==> src/rtl/uart_rx_if.sv <==
// Receive-side output bundle of the UART receiver: the received word, the
// frame-complete strobe and the frame-error strobe.
interface uart_rx_if;
   logic [7:0] rx_data;
   logic       rx_done_tick;
   logic       frame_err;

   modport master (output rx_data, output rx_done_tick, output frame_err);
   modport slave  (input  rx_data, input  rx_done_tick, input  frame_err);
endinterface

==> src/rtl/uart_rx.sv <==
// UART receiver with 16x oversampling.
// A 2-flop synchronizer feeds a falling-edge detector and a
// START/DATA/STOP state machine. The start bit is re-checked at its middle
// to reject glitches. Data bits are sampled mid-bit, LSB first, and the word
// is right-justified in an 8-bit register. Completion happens at the middle
// of the last stop bit, which leaves half a bit of margin before the next
// start edge.
// Optional feature: define UART_RX_PARITY_EN to add a PARITY state that
// checks one even-parity bit after the data bits.
module uart_rx #(
   parameter int DATA_BIT = 8,
   parameter int STOP_BIT = 1
) (
   input  logic      clk,
   input  logic      reset,
   input  logic      s_tick,
   input  logic      rx,
   uart_rx_if.master rx_bus
);

   localparam logic [2:0] LAST_BIT  = 3'(DATA_BIT - 1);
   localparam logic [2:0] LAST_STOP = 3'(STOP_BIT - 1);

`ifdef UART_RX_PARITY_EN
   typedef enum logic [2:0] {
      ST_IDLE   = 3'd0,
      ST_START  = 3'd1,
      ST_DATA   = 3'd2,
      ST_PARITY = 3'd3,
      ST_STOP   = 3'd4
   } state_t;
`else
   typedef enum logic [2:0] {
      ST_IDLE   = 3'd0,
      ST_START  = 3'd1,
      ST_DATA   = 3'd2,
      ST_STOP   = 3'd4
   } state_t;
`endif

   state_t     state_q, state_d;
   logic [3:0] tick_q, tick_d;
   logic [2:0] bit_q, bit_d;
   logic [7:0] shift_q, shift_d;
   logic [7:0] rx_data_q, rx_data_d;
   logic       done_q, done_d;
   logic       ferr_q, ferr_d;
   logic       stop_err_q, stop_err_d;
   logic       sync1_q, sync1_d;
   logic       sync2_q, sync2_d;
   logic       prev_q, prev_d;
   logic       rx_s;
   logic       fall_s;
   logic       stop_err_cur_s;
   logic       par_err_s;

`ifdef UART_RX_PARITY_EN
   logic       par_err_q, par_err_d;
`endif

   assign rx_s   = sync2_q;
   assign fall_s = prev_q & ~sync2_q;

`ifdef UART_RX_PARITY_EN
   assign par_err_s = par_err_q;
`else
   assign par_err_s = 1'b0;
`endif

   assign rx_bus.rx_data      = rx_data_q;
   assign rx_bus.rx_done_tick = done_q;
   assign rx_bus.frame_err    = ferr_q;

   // Input synchronizer chain and previous-sample tracking for edge detection.
   always_comb begin
      sync1_d = rx;
      sync2_d = sync1_q;
      prev_d  = sync2_q;
   end

   // Next-state, counter, shift-register and output strobe logic.
   always_comb begin
      state_d        = state_q;
      tick_d         = tick_q;
      bit_d          = bit_q;
      shift_d        = shift_q;
      rx_data_d      = rx_data_q;
      stop_err_d     = stop_err_q;
      done_d         = 1'b0;
      ferr_d         = 1'b0;
`ifdef UART_RX_PARITY_EN
      par_err_d      = par_err_q;
`endif
      // The stop bit is judged from the live sample on the first stop bit and
      // from the stored verdict on any later one.
      stop_err_cur_s = (bit_q == 3'd0) ? ~rx_s : stop_err_q;

      case (state_q)
         ST_IDLE: begin
            if (fall_s) begin
               state_d = ST_START;
               tick_d  = 4'd0;
            end else begin
               state_d = ST_IDLE;
            end
         end

         ST_START: begin
            if (s_tick) begin
               if (tick_q == 4'd7) begin
                  tick_d = 4'd0;
                  bit_d  = 3'd0;
                  if (!rx_s) begin
                     state_d = ST_DATA;
                  end else begin
                     state_d = ST_IDLE;
                  end
               end else begin
                  tick_d = tick_q + 4'd1;
               end
            end else begin
               tick_d = tick_q;
            end
         end

         ST_DATA: begin
            if (s_tick) begin
               if (tick_q == 4'd15) begin
                  tick_d                = 4'd0;
                  // Shift right and insert the new bit at the top of the word
                  // so the finished word ends up right-justified.
                  shift_d               = {1'b0, shift_q[7:1]};
                  shift_d[DATA_BIT - 1] = rx_s;
                  if (bit_q == LAST_BIT) begin
                     bit_d      = 3'd0;
                     stop_err_d = 1'b0;
`ifdef UART_RX_PARITY_EN
                     state_d    = ST_PARITY;
`else
                     state_d    = ST_STOP;
`endif
                  end else begin
                     bit_d = bit_q + 3'd1;
                  end
               end else begin
                  tick_d = tick_q + 4'd1;
               end
            end else begin
               tick_d = tick_q;
            end
         end

`ifdef UART_RX_PARITY_EN
         ST_PARITY: begin
            if (s_tick) begin
               if (tick_q == 4'd15) begin
                  tick_d     = 4'd0;
                  bit_d      = 3'd0;
                  stop_err_d = 1'b0;
                  // Even parity: data bits plus parity bit must XOR to 0.
                  par_err_d  = (^shift_q) ^ rx_s;
                  state_d    = ST_STOP;
               end else begin
                  tick_d = tick_q + 4'd1;
               end
            end else begin
               tick_d = tick_q;
            end
         end
`endif

         ST_STOP: begin
            if (s_tick) begin
               if (tick_q == 4'd15) begin
                  tick_d     = 4'd0;
                  stop_err_d = stop_err_cur_s;
                  if (bit_q == LAST_STOP) begin
                     state_d   = ST_IDLE;
                     bit_d     = 3'd0;
                     rx_data_d = shift_q;
                     done_d    = 1'b1;
                     ferr_d    = stop_err_cur_s | par_err_s;
                  end else begin
                     bit_d = bit_q + 3'd1;
                  end
               end else begin
                  tick_d = tick_q + 4'd1;
               end
            end else begin
               tick_d = tick_q;
            end
         end

         default: begin
            state_d = ST_IDLE;
            tick_d  = 4'd0;
            bit_d   = 3'd0;
         end
      endcase
   end

   // State, counters, datapath and output strobe registers.
   always_ff @(posedge clk or posedge reset) begin
      if (reset) begin
         state_q    <= ST_IDLE;
         tick_q     <= 4'd0;
         bit_q      <= 3'd0;
         shift_q    <= 8'd0;
         rx_data_q  <= 8'd0;
         done_q     <= 1'b0;
         ferr_q     <= 1'b0;
         stop_err_q <= 1'b0;
         sync1_q    <= 1'b1;
         sync2_q    <= 1'b1;
         prev_q     <= 1'b1;
`ifdef UART_RX_PARITY_EN
         par_err_q  <= 1'b0;
`endif
      end else begin
         state_q    <= state_d;
         tick_q     <= tick_d;
         bit_q      <= bit_d;
         shift_q    <= shift_d;
         rx_data_q  <= rx_data_d;
         done_q     <= done_d;
         ferr_q     <= ferr_d;
         stop_err_q <= stop_err_d;
         sync1_q    <= sync1_d;
         sync2_q    <= sync2_d;
         prev_q     <= prev_d;
`ifdef UART_RX_PARITY_EN
         par_err_q  <= par_err_d;
`endif
      end
   end

endmodule

==> src/flat_wrapper.sv <==
// flat-port wrapper written by rule: the top's interface ports become plain ports
module uart_rx_flat 
#(
   parameter int DATA_BIT = 8,
   parameter int STOP_BIT = 1
)
  (clk, reset, s_tick, rx, rx_bus_rx_data, rx_bus_rx_done_tick, rx_bus_frame_err);
  uart_rx_if rx_bus_i ();
  input  logic clk;
  input  logic reset;
  input  logic s_tick;
  input  logic rx;
  output wire logic [$bits(rx_bus_i.rx_data)-1:0] rx_bus_rx_data;
  output wire logic [$bits(rx_bus_i.rx_done_tick)-1:0] rx_bus_rx_done_tick;
  output wire logic [$bits(rx_bus_i.frame_err)-1:0] rx_bus_frame_err;
  assign rx_bus_rx_data = rx_bus_i.rx_data;
  assign rx_bus_rx_done_tick = rx_bus_i.rx_done_tick;
  assign rx_bus_frame_err = rx_bus_i.frame_err;
  uart_rx #(.DATA_BIT(DATA_BIT), .STOP_BIT(STOP_BIT)) u_core (.clk(clk), .reset(reset), .s_tick(s_tick), .rx(rx), .rx_bus(rx_bus_i));
endmodule
==> config.mk <==
export PLATFORM = sky130hd
export DESIGN_NAME = uart_rx_flat
export DESIGN_NICKNAME = d
export VERILOG_FILES = /design/src/rtl/uart_rx_if.sv /design/src/rtl/uart_rx.sv /design/src/flat_wrapper.sv
export SDC_FILE = /design/constraint.sdc
export NUM_CORES = 1
export LEC_CHECK = 0
export CAP_MARGIN = 20
export CORE_AREA = 2 2 53 55
export DETAILED_ROUTE_END_ITERATION = 6
export DIE_AREA = 0 0 55 57
export PLACE_DENSITY = 0.88
export SYNTH_ARGS = -nofsm -noshare
export SYNTH_HDL_FRONTEND = slang
export SYNTH_SLANG_ARGS = --single-unit
==> constraint.sdc <==
create_clock -name clk -period 4 [get_ports clk]
set_clock_uncertainty 0.2 [all_clocks]
set_input_delay 0.8 -clock clk [delete_from_list [all_inputs] [get_ports clk]]
set_output_delay 0.8 -clock clk [all_outputs]
set_load 0.05 [all_outputs]
==> results of run 1 <==
[worst register-to-register path: cells and delay by family (launching register included)]
kind,cells,cell delay (ns)
AND/OR/NAND/NOR,2,0.80
adder cells (fa/ha/maj),1,0.32
multiplexers,1,0.41
flip-flops,1,0.39
[registers in the layout, summed over array words and instances (netlist names)]
register / count
u_core.rx_bus.rx_data: 8
u_core.shift_q: 8
u_core.tick_q: 4
u_core.bit_q: 3
u_core.state_q: 3
u_core.prev_d: 1
u_core.prev_q: 1
u_core.rx_bus.frame_err: 1
u_core.rx_bus.rx_done_tick: 1
u_core.sync1_q: 1
[synthesized netlist by cell type, types with 2 or more instances]
cell and number:
nor3_1 2, o21ai_0 6, a21oi_1 10, dfrtp_1 28, mux2_2 17, o22ai_1 3
dfstp_2 3, a221oi_1 2, ha_1 4, nand2b_1 6, nor2_1 12, nor2b_1 3
nand3_1 4, clkbuf_1 3, inv_1 4, nand2_1 7
[layout by cell type (no fill, tap or decap), types with 3 or more instances in the layout]
master and count:
inv_1 4, a21oi_1 10, clkbuf_4 5, o21ai_0 6, clkdlybuf4s50_1 13, dfstp_2 3
mux2_2 17, nand2b_1 6, nor2_1 12, nor2b_1 3, ha_1 4, nand2_1 7
o22ai_1 3, dfrtp_1 28, nand3_1 4
[cells by family after synthesis]
logic type / synth area share
buffers and inverters: 0.0213
AOI/OAI and AO/OA: 0.107
DFF: 0.532
muxes: 0.137
adders and majority gates: 0.0341
and+or+nand+nor: 0.169
[path summary, 6_finish.rpt]
path                                            end             start  slack [ns]
min in group asynchronous  u_core.rx_bus.rx_data[7]             reset        0.54
min                                   u_core.prev_d    u_core.sync1_q        0.16
max reg2reg                u_core.rx_bus.rx_data[6]  u_core.tick_q[0]        1.77
max                        u_core.rx_bus.rx_data[6]            s_tick        1.44
max in group asynchronous             u_core.prev_q             reset        2.55
min reg2reg                           u_core.prev_d    u_core.sync1_q        0.16
[power groups by stage]
| stage | sequential (mW) | combinational, mW | clock (mW) |
|---|---|---|---|
| 3_5_place_dp | 0.389 | 0.119 | 0 |
| 5_1_grt | 0.387 | 0.143 | 0.193 |
| 4_1_cts | 0.382 | 0.121 | 0.174 |
| 2_1_floorplan | 0.368 | 0.109 | 0 |
| 3_3_place_gp | 0.384 | 0.114 | 0 |
| 6_report | 0.383 | 0.124 | 0.166 |
[through the flow]
stage / power, mW / hold WS [ns] / setup slack, ns / cell area (sq um)
finish: 0.672 / 0.162 / 1.44 / 1700
global route: 0.723 / 0.172 / 1.20 / 1700
CTS: 0.677 / 0.163 / 1.45 / 1670
detailed placement: 0.508 / 0.151 / 1.07 / 1620
global placement: 0.498 / 0.146 / 1.14 / 1620
floorplan: 0.477 / 0.145 / 1.87 / 1470
[cell type report]
cell class	count	area, sq um	area share
Clock buffer	7	45.0	0.0265
Clock inverter	1	5.00	0.00295
Inverter	4	15.0	0.00885
Multi-Input combinational cell	90	656	0.386
Sequential cell	31	779	0.459
Tap cell	31	38.8	0.0229
Timing Repair Buffer	14	158	0.0929
[layer usage]
metal  global-route usage  routed length [um]  up-vias
met3               0.0995                 187        4
met4                0.101                  28        0
li1                     -                   -      496
met1                0.265                1100      517
met5                    0                   0        -
met2                0.359                1420       38
==> tab_implementation.tex, run 1 <==
\begin{tabular}{lr}
\hline
Metric & Value \\
\hline
\multicolumn{2}{l}{\textbf{Yosys}} \\
\quad Net count after synthesis & 137 \\
\quad Sequential-to-total area share from yosys stat & 0.532 \\
\quad Synthesized area & 1470 sq um \\
\quad Warning count from the yosys run & 0 \\
\quad Asr flop ratio synth & 1.00 \\
\quad Largest area contributor in the synthesized netlist & dfrtp\_1 \\
\quad Number of flops mapped to enable cells by yosys & 0 \\
\quad Proportion of netlist area held by the largest area contributor & 0.478 \\
\quad Biggest area contributors in the synthesized netlist & dfrtp\_1 (48\%), mux2\_2 (13\%), dfstp\_2 (5.4\%) \\
\quad Main flop type after synthesis & dfrtp\_1 \\
\quad Number of register bits inferred by synthesis & 31 \\
\quad Synthesized netlist cell count & 129 \\
\quad Synth Area per Inst & 11.4 sq um \\
\quad Library cells used by synthesis & 31 \\
\multicolumn{2}{l}{\textbf{Pwr}} \\
\quad Internal & 0.462 mW \\
\quad Net load switching power & 0.211 mW \\
\quad Logic pwr share & 0.184 \\
\quad Sequential share of power & 0.569 \\
\quad Highest ir drop seen on vdd & 0.310 mV \\
\quad Cell leakage power & 0.778 nW \\
\quad Power Dens Cells & 396 nW/um\^{}2 \\
\quad Sw Share & 0.313 \\
\quad Power share of the clock group & 0.247 \\
\multicolumn{2}{l}{\textbf{Finish}} \\
\quad Count of non-filler cells in the finished layout & 178 \\
\quad Count of antenna diodes in the layout & 0 \\
\quad Ratio of cells with drive above 1 in the final layout & 0.224 \\
\quad Final design utilization & 0.649 \\
\quad Area Overhead vs Synth & 15.7\% \\
\quad Number of filler instances in the final layout & 205 \\
\quad Number of nets in the final layout & 154 \\
\multicolumn{2}{l}{\textbf{Drt}} \\
\quad Drt wl/cell & 15.3 um \\
\quad Drt drc & 0 \\
\quad Via density per instance & 5.93 \\
\quad Detail Route Antenna Nets & 0 \\
\quad 1st-pass router iterations & 4 \\
\quad Initial detailed-routing violation count & 22 \\
\quad Routed vias & 1055 \\
\quad Total wire length & 2.73 mm \\
\multicolumn{2}{l}{\textbf{Clock network}} \\
\quad CTS Root Buffer Type & clkbuf\_4 \\
\quad Clock latency on the worst-skew pair & 0.33 ns \\
\quad Depth of the CTS H-tree & 2 \\
\quad TritonCTS clock tree & built \\
\quad Number of hold buffers added after cts & 0 \\
\quad Clock sinks & 31 \\
\quad Clock-pin slew reported for the worst setup and hold paths after clock tree synthesis & 0.08 ns \\
\quad Post-CTS setup buffers & 0 \\
\quad Number of resized instances in the post-cts repair step & 0 \\
\quad Clock Tree Buf Depth & 2 \\
\quad Clock buffers created by TritonCTS & 5 \\
\multicolumn{2}{l}{\textbf{Floorplan}} \\
\quad Core Rows & 19 \\
\quad Count of boundary I/O pins & 14 \\
\quad Die area & 3140 sq um \\
\quad Height of the die & 57 um \\
\quad Horizontal die dimension & 55 um \\
\quad Initial Utilization & 0.561 \\
\quad Core area & 2620 sq um \\
\multicolumn{2}{l}{\textbf{Place}} \\
\quad Detail Placement HPWL & 1.91 mm \\
\quad Number of buffer cells added on primary ports & 13 \\
\quad GP Congestion & 0.780 \\
\quad Cell total after placement & 169 \\
\multicolumn{2}{l}{\textbf{Worst hold path}} \\
\quad Type of the worst min-delay path & reg2reg \\
\quad Depth of the worst hold-timing path & 0 \\
\multicolumn{2}{l}{\textbf{Worst setup path}} \\
\quad Critical path depth in cells & 4 \\
\quad Crit path DAT & 2.57 ns \\
\quad Buffers \& Inverters on Critical Path & 1 \\
\quad Critical Path Fanout Max & 10 \\
\quad Cell family with most CP delay & simple AND/OR/NAND/NOR gates \\
\quad Critical-path cell with the highest stage delay & nor4\_4 \\
\quad WP data required & 4.01 ns \\
\quad Setup Crit Path Kind & in2reg \\
\quad Number of cells on the worst reg-to-reg path & 4 \\
\quad CP max stage delay & 0.63 ns \\
\quad Crit path capture type & flip-flop \\
\quad Startpoint type of the worst setup path & primary input \\
\quad Cells along the critical path & clkdlybuf4s50\_1 > nand4\_4 > nor4\_4 > mux2\_2 \\
\multicolumn{2}{l}{\textbf{STA}} \\
\quad Worst max-slew margin expressed relative to the limit & 0.517 \\
\quad Unrepaired setup endpoints after global routing & false \\
\quad Period Utilization, post-route & 0.640 \\
\quad Transition at the pin with the smallest max-transition slack & 0.706 ns \\
\quad Setup violators final & 0 \\
\quad Final count of pins violating max slew & 0 \\
\quad Minimum clock period after layout & 2.56 ns \\
\quad Number of hold violations in the final report & 0 \\
\quad Sum of negative setup slack & 0 ns \\
\quad Maximum frequency from static timing analysis & 390 MHz \\
\multicolumn{2}{l}{\textbf{Global routing}} \\
\quad Via count of the first global-routing pass & 1141 \\
\quad All-Layer GR Usage & 0.228 \\
\quad Largest net degree at the start of global routing & 32 \\
\quad GRT Residual Overflow & 0 \\
\quad Wire length of the first global-routing pass & 4.95 mm \\
\quad Number of antenna violations at the first check in global routing & 0 \\
\multicolumn{2}{l}{\textbf{Run}} \\
\quad Max-cap viol count & 0 \\
\multicolumn{2}{l}{\textbf{Outcome}} \\
\quad Outcome & complete, no violations \\
\hline
\end{tabular}
Note: power is estimated with default switching activity, not from simulation.
==> run 2, diff against run 1 <==
--- a/config.mk
+++ b/config.mk
@@ -6,10 +6,10 @@
 export NUM_CORES = 1
 export LEC_CHECK = 0
 export CAP_MARGIN = 20
-export CORE_AREA = 2 2 53 55
+export CORE_AREA = 2 2 55 57
 export DETAILED_ROUTE_END_ITERATION = 6
-export DIE_AREA = 0 0 55 57
-export PLACE_DENSITY = 0.88
+export DIE_AREA = 0 0 57 59
+export PLACE_DENSITY = 0.83
 export SYNTH_ARGS = -nofsm -noshare
 export SYNTH_HDL_FRONTEND = slang
 export SYNTH_SLANG_ARGS = --single-unit
==> constraint.sdc (replaced) <==
create_clock -name clk -period 2.5 [get_ports clk]
set_clock_uncertainty 0.2 [all_clocks]
set_input_delay 0.5 -clock clk [delete_from_list [all_inputs] [get_ports clk]]
set_output_delay 0.5 -clock clk [all_outputs]
set_load 0.05 [all_outputs]
==> run 2 against run 1 <==
Utilization is 0.48 points lower; setup slack worse by 1.1 ns; power is 65% higher; cell area is 2.9% higher; non-clock buffer count is 7 higher; sequential share of layout area is 1.3 points lower; hold slack better by 0.0047 ns; clock power is 67% higher; register-to-register slack worse by 1.4 ns; critical endpoint is now rx_bus_rx_data[7].
==> tab_implementation.tex, run 2 (synthesis gave the netlist of run 1 again) <==
\begin{tabular}{lr}
\hline
Metric & Value \\
\hline
\multicolumn{2}{l}{\textbf{Outcome}} \\
\quad Outcome & complete, no violations \\
\multicolumn{2}{l}{\textbf{Finish}} \\
\quad Most frequent cells in the layout & dfrtp\_1 (28), mux2\_2 (17), clkdlybuf4s50\_1 (13), nor2\_1 (12), a21oi\_1 (10) \\
\quad Area Overhead vs Synth & 19.0\% \\
\quad Commonest non-fill, non-tap cell in the layout & dfrtp\_1 \\
\quad Number of nets in the final layout & 161 \\
\quad Ratio of cells with drive above 1 in the final layout & 0.266 \\
\quad Count of antenna diodes in the layout & 0 \\
\quad Number of filler instances in the final layout & 209 \\
\multicolumn{2}{l}{\textbf{Clock network}} \\
\quad Clock sinks & 31 \\
\quad CTS Root Buffer Type & clkbuf\_4 \\
\quad Clock latency on the worst-skew pair & 0.33 ns \\
\quad Number of resized instances in the post-cts repair step & 0 \\
\quad Number of hold buffers added after cts & 0 \\
\quad Clock buffers created by TritonCTS & 5 \\
\quad Depth of the CTS H-tree & 2 \\
\quad Clock Tree Buf Depth & 2 \\
\quad Post-CTS setup buffers & 0 \\
\quad Clock-pin slew reported for the worst setup and hold paths after clock tree synthesis & 0.09 ns \\
\quad TritonCTS clock tree & built \\
\multicolumn{2}{l}{\textbf{Drt}} \\
\quad Detail Route Antenna Nets & 0 \\
\quad Routed vias & 1098 \\
\quad Total wire length & 2.81 mm \\
\quad Via density per instance & 5.94 \\
\quad Drt wl/cell & 15.2 um \\
\quad 1st-pass router iterations & 4 \\
\quad Initial detailed-routing violation count & 34 \\
\quad Drt drc & 0 \\
\multicolumn{2}{l}{\textbf{Pwr}} \\
\quad Post-layout power & 1.11 mW \\
\quad Highest ir drop seen on vdd & 0.607 mV \\
\quad Cell leakage power & 0.809 nW \\
\quad Power Dens Cells & 636 nW/um\^{}2 \\
\multicolumn{2}{l}{\textbf{Worst setup path}} \\
\quad Crit path DAT & 1.50 ns \\
\quad WP data required & 1.80 ns \\
\quad Critical-path cell with the highest stage delay & clkdlybuf4s50\_1 \\
\quad Critical Path Fanout Max & 2 \\
\quad Cells along the critical path & clkdlybuf4s50\_1 \\
\quad Setup Crit Path Kind & reg2out \\
\quad Startpoint type of the worst setup path & flip-flop \\
\quad Buffers \& Inverters on Critical Path & 1 \\
\quad Crit path capture type & output port \\
\quad CP max stage delay & 0.81 ns \\
\quad Cell family with most CP delay & buffers and inverters \\
\multicolumn{2}{l}{\textbf{STA}} \\
\quad Transition at the pin with the smallest max-transition slack & 0.503 ns \\
\quad Period Utilization, post-route & 0.881 \\
\quad Maximum frequency from static timing analysis & 454 MHz \\
\quad Setup violators final & 0 \\
\quad Unrepaired setup endpoints after global routing & false \\
\quad Worst max-slew margin expressed relative to the limit & 0.664 \\
\quad Number of hold violations in the final report & 0 \\
\quad Minimum clock period after layout & 2.20 ns \\
\quad Final count of pins violating max slew & 0 \\
\quad Sum of negative setup slack & 0 ns \\
\multicolumn{2}{l}{\textbf{Worst hold path}} \\
\quad Type of the worst min-delay path & reg2reg \\
\multicolumn{2}{l}{\textbf{Place}} \\
\quad Detail Placement HPWL & 2.01 mm \\
\quad GP Congestion & 0.868 \\
\quad Number of buffer cells added on primary ports & 13 \\
\multicolumn{2}{l}{\textbf{Floorplan}} \\
\quad Die area & 3360 sq um \\
\quad Core Rows & 19 \\
\quad Height of the die & 59 um \\
\quad Initial Utilization & 0.541 \\
\quad Core area & 2710 sq um \\
\quad Horizontal die dimension & 57 um \\
\quad Count of boundary I/O pins & 14 \\
\multicolumn{2}{l}{\textbf{Global routing}} \\
\quad Largest net degree at the start of global routing & 23 \\
\quad All-Layer GR Usage & 0.196 \\
\quad Number of antenna violations at the first check in global routing & 0 \\
\quad Wire length of the first global-routing pass & 4.91 mm \\
\quad GRT Residual Overflow & 0 \\
\quad Via count of the first global-routing pass & 1124 \\
\multicolumn{2}{l}{\textbf{Run}} \\
\quad Max-cap viol count & 0 \\
\hline
\end{tabular}
run 2: changes by cell type in the layout (fill, tap and decap cells not counted):
cell	before	now
buf_12	0	1
buf_4	0	7
buf_16	1	0
clkinvlp_4	0	1
clkbuf_1	2	1
run 2: path summary, 6_finish.rpt:
path | from | endpoint | slack [ns] | cells after the start
min in group asynchronous | reset | u_core.rx_bus.rx_data[0] | 0.27 | 2
hold reg to reg | u_core.sync1_q | u_core.prev_d | 0.17 | 0
hold / removal | u_core.sync1_q | u_core.prev_d | 0.17 | 0
setup / recovery | u_core.rx_bus.rx_data[7] | rx_bus_rx_data[7] | 0.30 | 1
setup reg to reg | u_core.tick_q[0] | u_core.bit_q[2] | 0.39 | 6
max in group asynchronous | reset | u_core.sync1_q | 1.31 | 3
run 2: report_power, final:
part,internal (mW),switching (mW)
Sequential,0.542,0.0594
Clock,0.108,0.170
Combinational,0.0981,0.133
Total,0.749,0.362
run 2: area by class of cell:
cell class                      instances  area, sq um  share of cell area
Tap cell                               31         38.8              0.0222
Inverter                                4         15.0             0.00860
Timing Repair Buffer                   21          203               0.116
Sequential cell                        31          779               0.447
Clock inverter                          2         12.5             0.00717
Clock buffer                            6         41.3              0.0237
Multi-Input combinational cell         90          656               0.376
run 2: worst register-to-register path: stages, from the launching register on:
cell and delay (ns):
dfrtp_1 0.42, ha_1 0.30, nand3_1 0.12, nor2_1 0.09, o21a_1 0.18, a221oi_1 0.29, mux2_2 0.38
run 2: through the flow:
step                      worst slack, ns  utilization  hold slack (ns)  instance area [sq um]  std cells
after global placement              0.122        0.624            0.146                   1690        177
final                               0.299        0.644            0.167                   1750        185
after global routing                0.249        0.644            0.173                   1750        185
after floorplan                     0.509            -            0.145                   1470        129
after CTS                           0.276        0.644            0.167                   1750        185
after detailed placement           0.0863        0.624            0.153                   1690        177
run 2: routing by layer:
metal	share of wire	vias up	global-route usage
li1	-	514	-
met1	0.45	543	0.251
met2	0.49	39	0.312
met3	0.055	2	0.0546
met4	0.0053	0	0.0897
met5	0	-	0
==> run 3, diff against run 2 <==
--- a/config.mk
+++ b/config.mk
@@ -5,6 +5,7 @@
 export SDC_FILE = /design/constraint.sdc
 export NUM_CORES = 1
 export LEC_CHECK = 0
+export ABC_CLOCK_PERIOD_IN_PS = 2500
 export CAP_MARGIN = 20
 export CORE_AREA = 2 2 55 57
 export DETAILED_ROUTE_END_ITERATION = 6
==> results of run 3 <==
Same layout as run 2: the final DEF is identical, and so are final timing and power.
==> RTL change: new RTL, flow settings as in run 2 <==
The 4 states of `state_t` get a one-hot encoding in 4 bits.
--- a/src/rtl/uart_rx.sv
+++ b/src/rtl/uart_rx.sv
@@ -32,7 +32,7 @@
 `else
-   typedef enum logic [2:0] {
-      ST_IDLE   = 3'd0,
-      ST_START  = 3'd1,
-      ST_DATA   = 3'd2,
-      ST_STOP   = 3'd4
+   typedef enum logic [3:0] {
+      ST_IDLE   = 4'b0001,
+      ST_START  = 4'b0010,
+      ST_DATA   = 4'b0100,
+      ST_STOP   = 4'b1000
    } state_t;
Check against the original RTL: no difference found for any inputs over 10 cycles, from zero or initial values and one cycle with reset high; not proved beyond that.
==> RTL change against run 2 <==
Setup slack got worse by 0.0097 ns; synthesized cell count decreased by 0.78%; wire length rose by 2.0%; count of clock-buffer cells in the layout up 1; hold slack got worse by 0.0041 ns; final area rose by 3.3%; synthesized area rose by 3.8%; sequential cell count increased by 1.
Power is not compared: it rests on default switching activity, and its combinational part moved more than twofold at a synthesized area within 25%.
==> RTL change: results <==
set metrics [dict create \
    outcome "finished clean" \
    grt_use_met2_pct 31.7 \
    synth_seq_area_share_pct 52.9 \
    insertion_delay_ns 0.33 \
    grt_pass1_wl_mm 5.16 \
    drt_iter0_markers 35 \
    grtUsageMet3_pct 8.30 \
    synth_compound_area_share_pct 9.86 \
    grt_max_degree 33 \
    clock_power_uw 275 \
    antenna-diode-count 0 \
    synthArstFlopShare_pct 100 \
    clk_path_buf_depth 2 \
    synth_fa_ha_area_share_pct 3.29 \
    synth.top_cells.by_area "dfrtp_1, mux2_2, dfstp_2" \
    place_hpwl_mm 2.03 \
    slew_headroom_pct 59.9 \
    met3_length_um 202 \
    cts_made_buffers 5 \
    avgViaCountPerCell 6.08 \
    grt_use_total_pct 20.2 \
    met1_length_mm 1.21 \
    synthMuxAreaShare_pct 13.9 \
    wirelength_mm 2.87 \
    synth_fp_nets 136 \
    synth-xor-area-share_pct 1.15 \
    grt_antenna_before_repair 0 \
    place_area_um2 1750 \
    internal-power_uw 671 \
    irDropWorstVdd_v 0.000488 \
    layout-drive-gt1-share_pct 25.5 \
    cpLargestDelayFamily "buffers and inverters" \
    arrival_ns 1.51 \
    dr_wl_met2_mm 1.40 \
    finalWeightedCongestion 0.816 \
    cts_resized 0 \
    first_global_vias 1182 \
    grt_use_met1_pct 24.6 \
    io_buffers 13 \
    nNetsFinal 160 \
    cp_slowest_stage_delay_ns 0.81 \
    synth_commonest_cells "dfrtp_1, mux2_2, inv_1, nand3_1, o21ai_0" \
    synth_ff_type "dfrtp_1" \
    synth_cell_types 40 \
]
[RTL change: cell types whose count changed in the layout (fill, tap and decap cells not counted), moves of 2 or more]
cell | before | now
a21oi_1 | 10 | 1
nor3_1 | 2 | 0
nor4_1 | 0 | 2
inv_1 | 4 | 7
buf_4 | 7 | 4
nand3_1 | 4 | 7
nand2b_1 | 6 | 3
nand4_1 | 0 | 4
a221oi_1 | 2 | 0
nor2_1 | 12 | 4
nand3b_1 | 1 | 3
nand2_1 | 7 | 5
[RTL change: per-stage QoR]
stage	hold WS, ns	cells	worst slack (ns)	util, %	total power [mW]
after floorplan	0.145	128	0.483	-	0.604
after global placement	0.147	176	0.0805	64.7	0.626
after detailed placement	0.151	176	0.0541	64.7	0.631
after CTS	0.171	184	0.252	66.5	0.912
after global routing	0.173	184	0.202	66.5	0.950
final	0.163	184	0.289	66.5	0.896
[RTL change: final timing paths]
kind / start / to / slack, ns / cells after the start
max in group asynchronous: reset / u_core.state_q[0] / 1.44 / 3
max reg2reg: u_core.tick_q[0] / u_core.rx_bus.rx_data[2] / 0.42 / 6
min in group asynchronous: reset / u_core.shift_q[6] / 0.34 / 3
min: u_core.sync1_q / u_core.prev_d / 0.16 / 0
min reg2reg: u_core.sync1_q / u_core.prev_d / 0.16 / 0
max: u_core.rx_bus.rx_data[3] / rx_bus_rx_data[3] / 0.29 / 1
[RTL change: layout make-up]
type                            instances  area (um2)
Clock buffer                            7        45.0
Clock inverter                          1        5.00
Fill cell                             198         907
Inverter                                7        26.3
Multi-Input combinational cell         87         682
Sequential cell                        32         806
Tap cell                               31        38.8
Timing Repair Buffer                   19         200
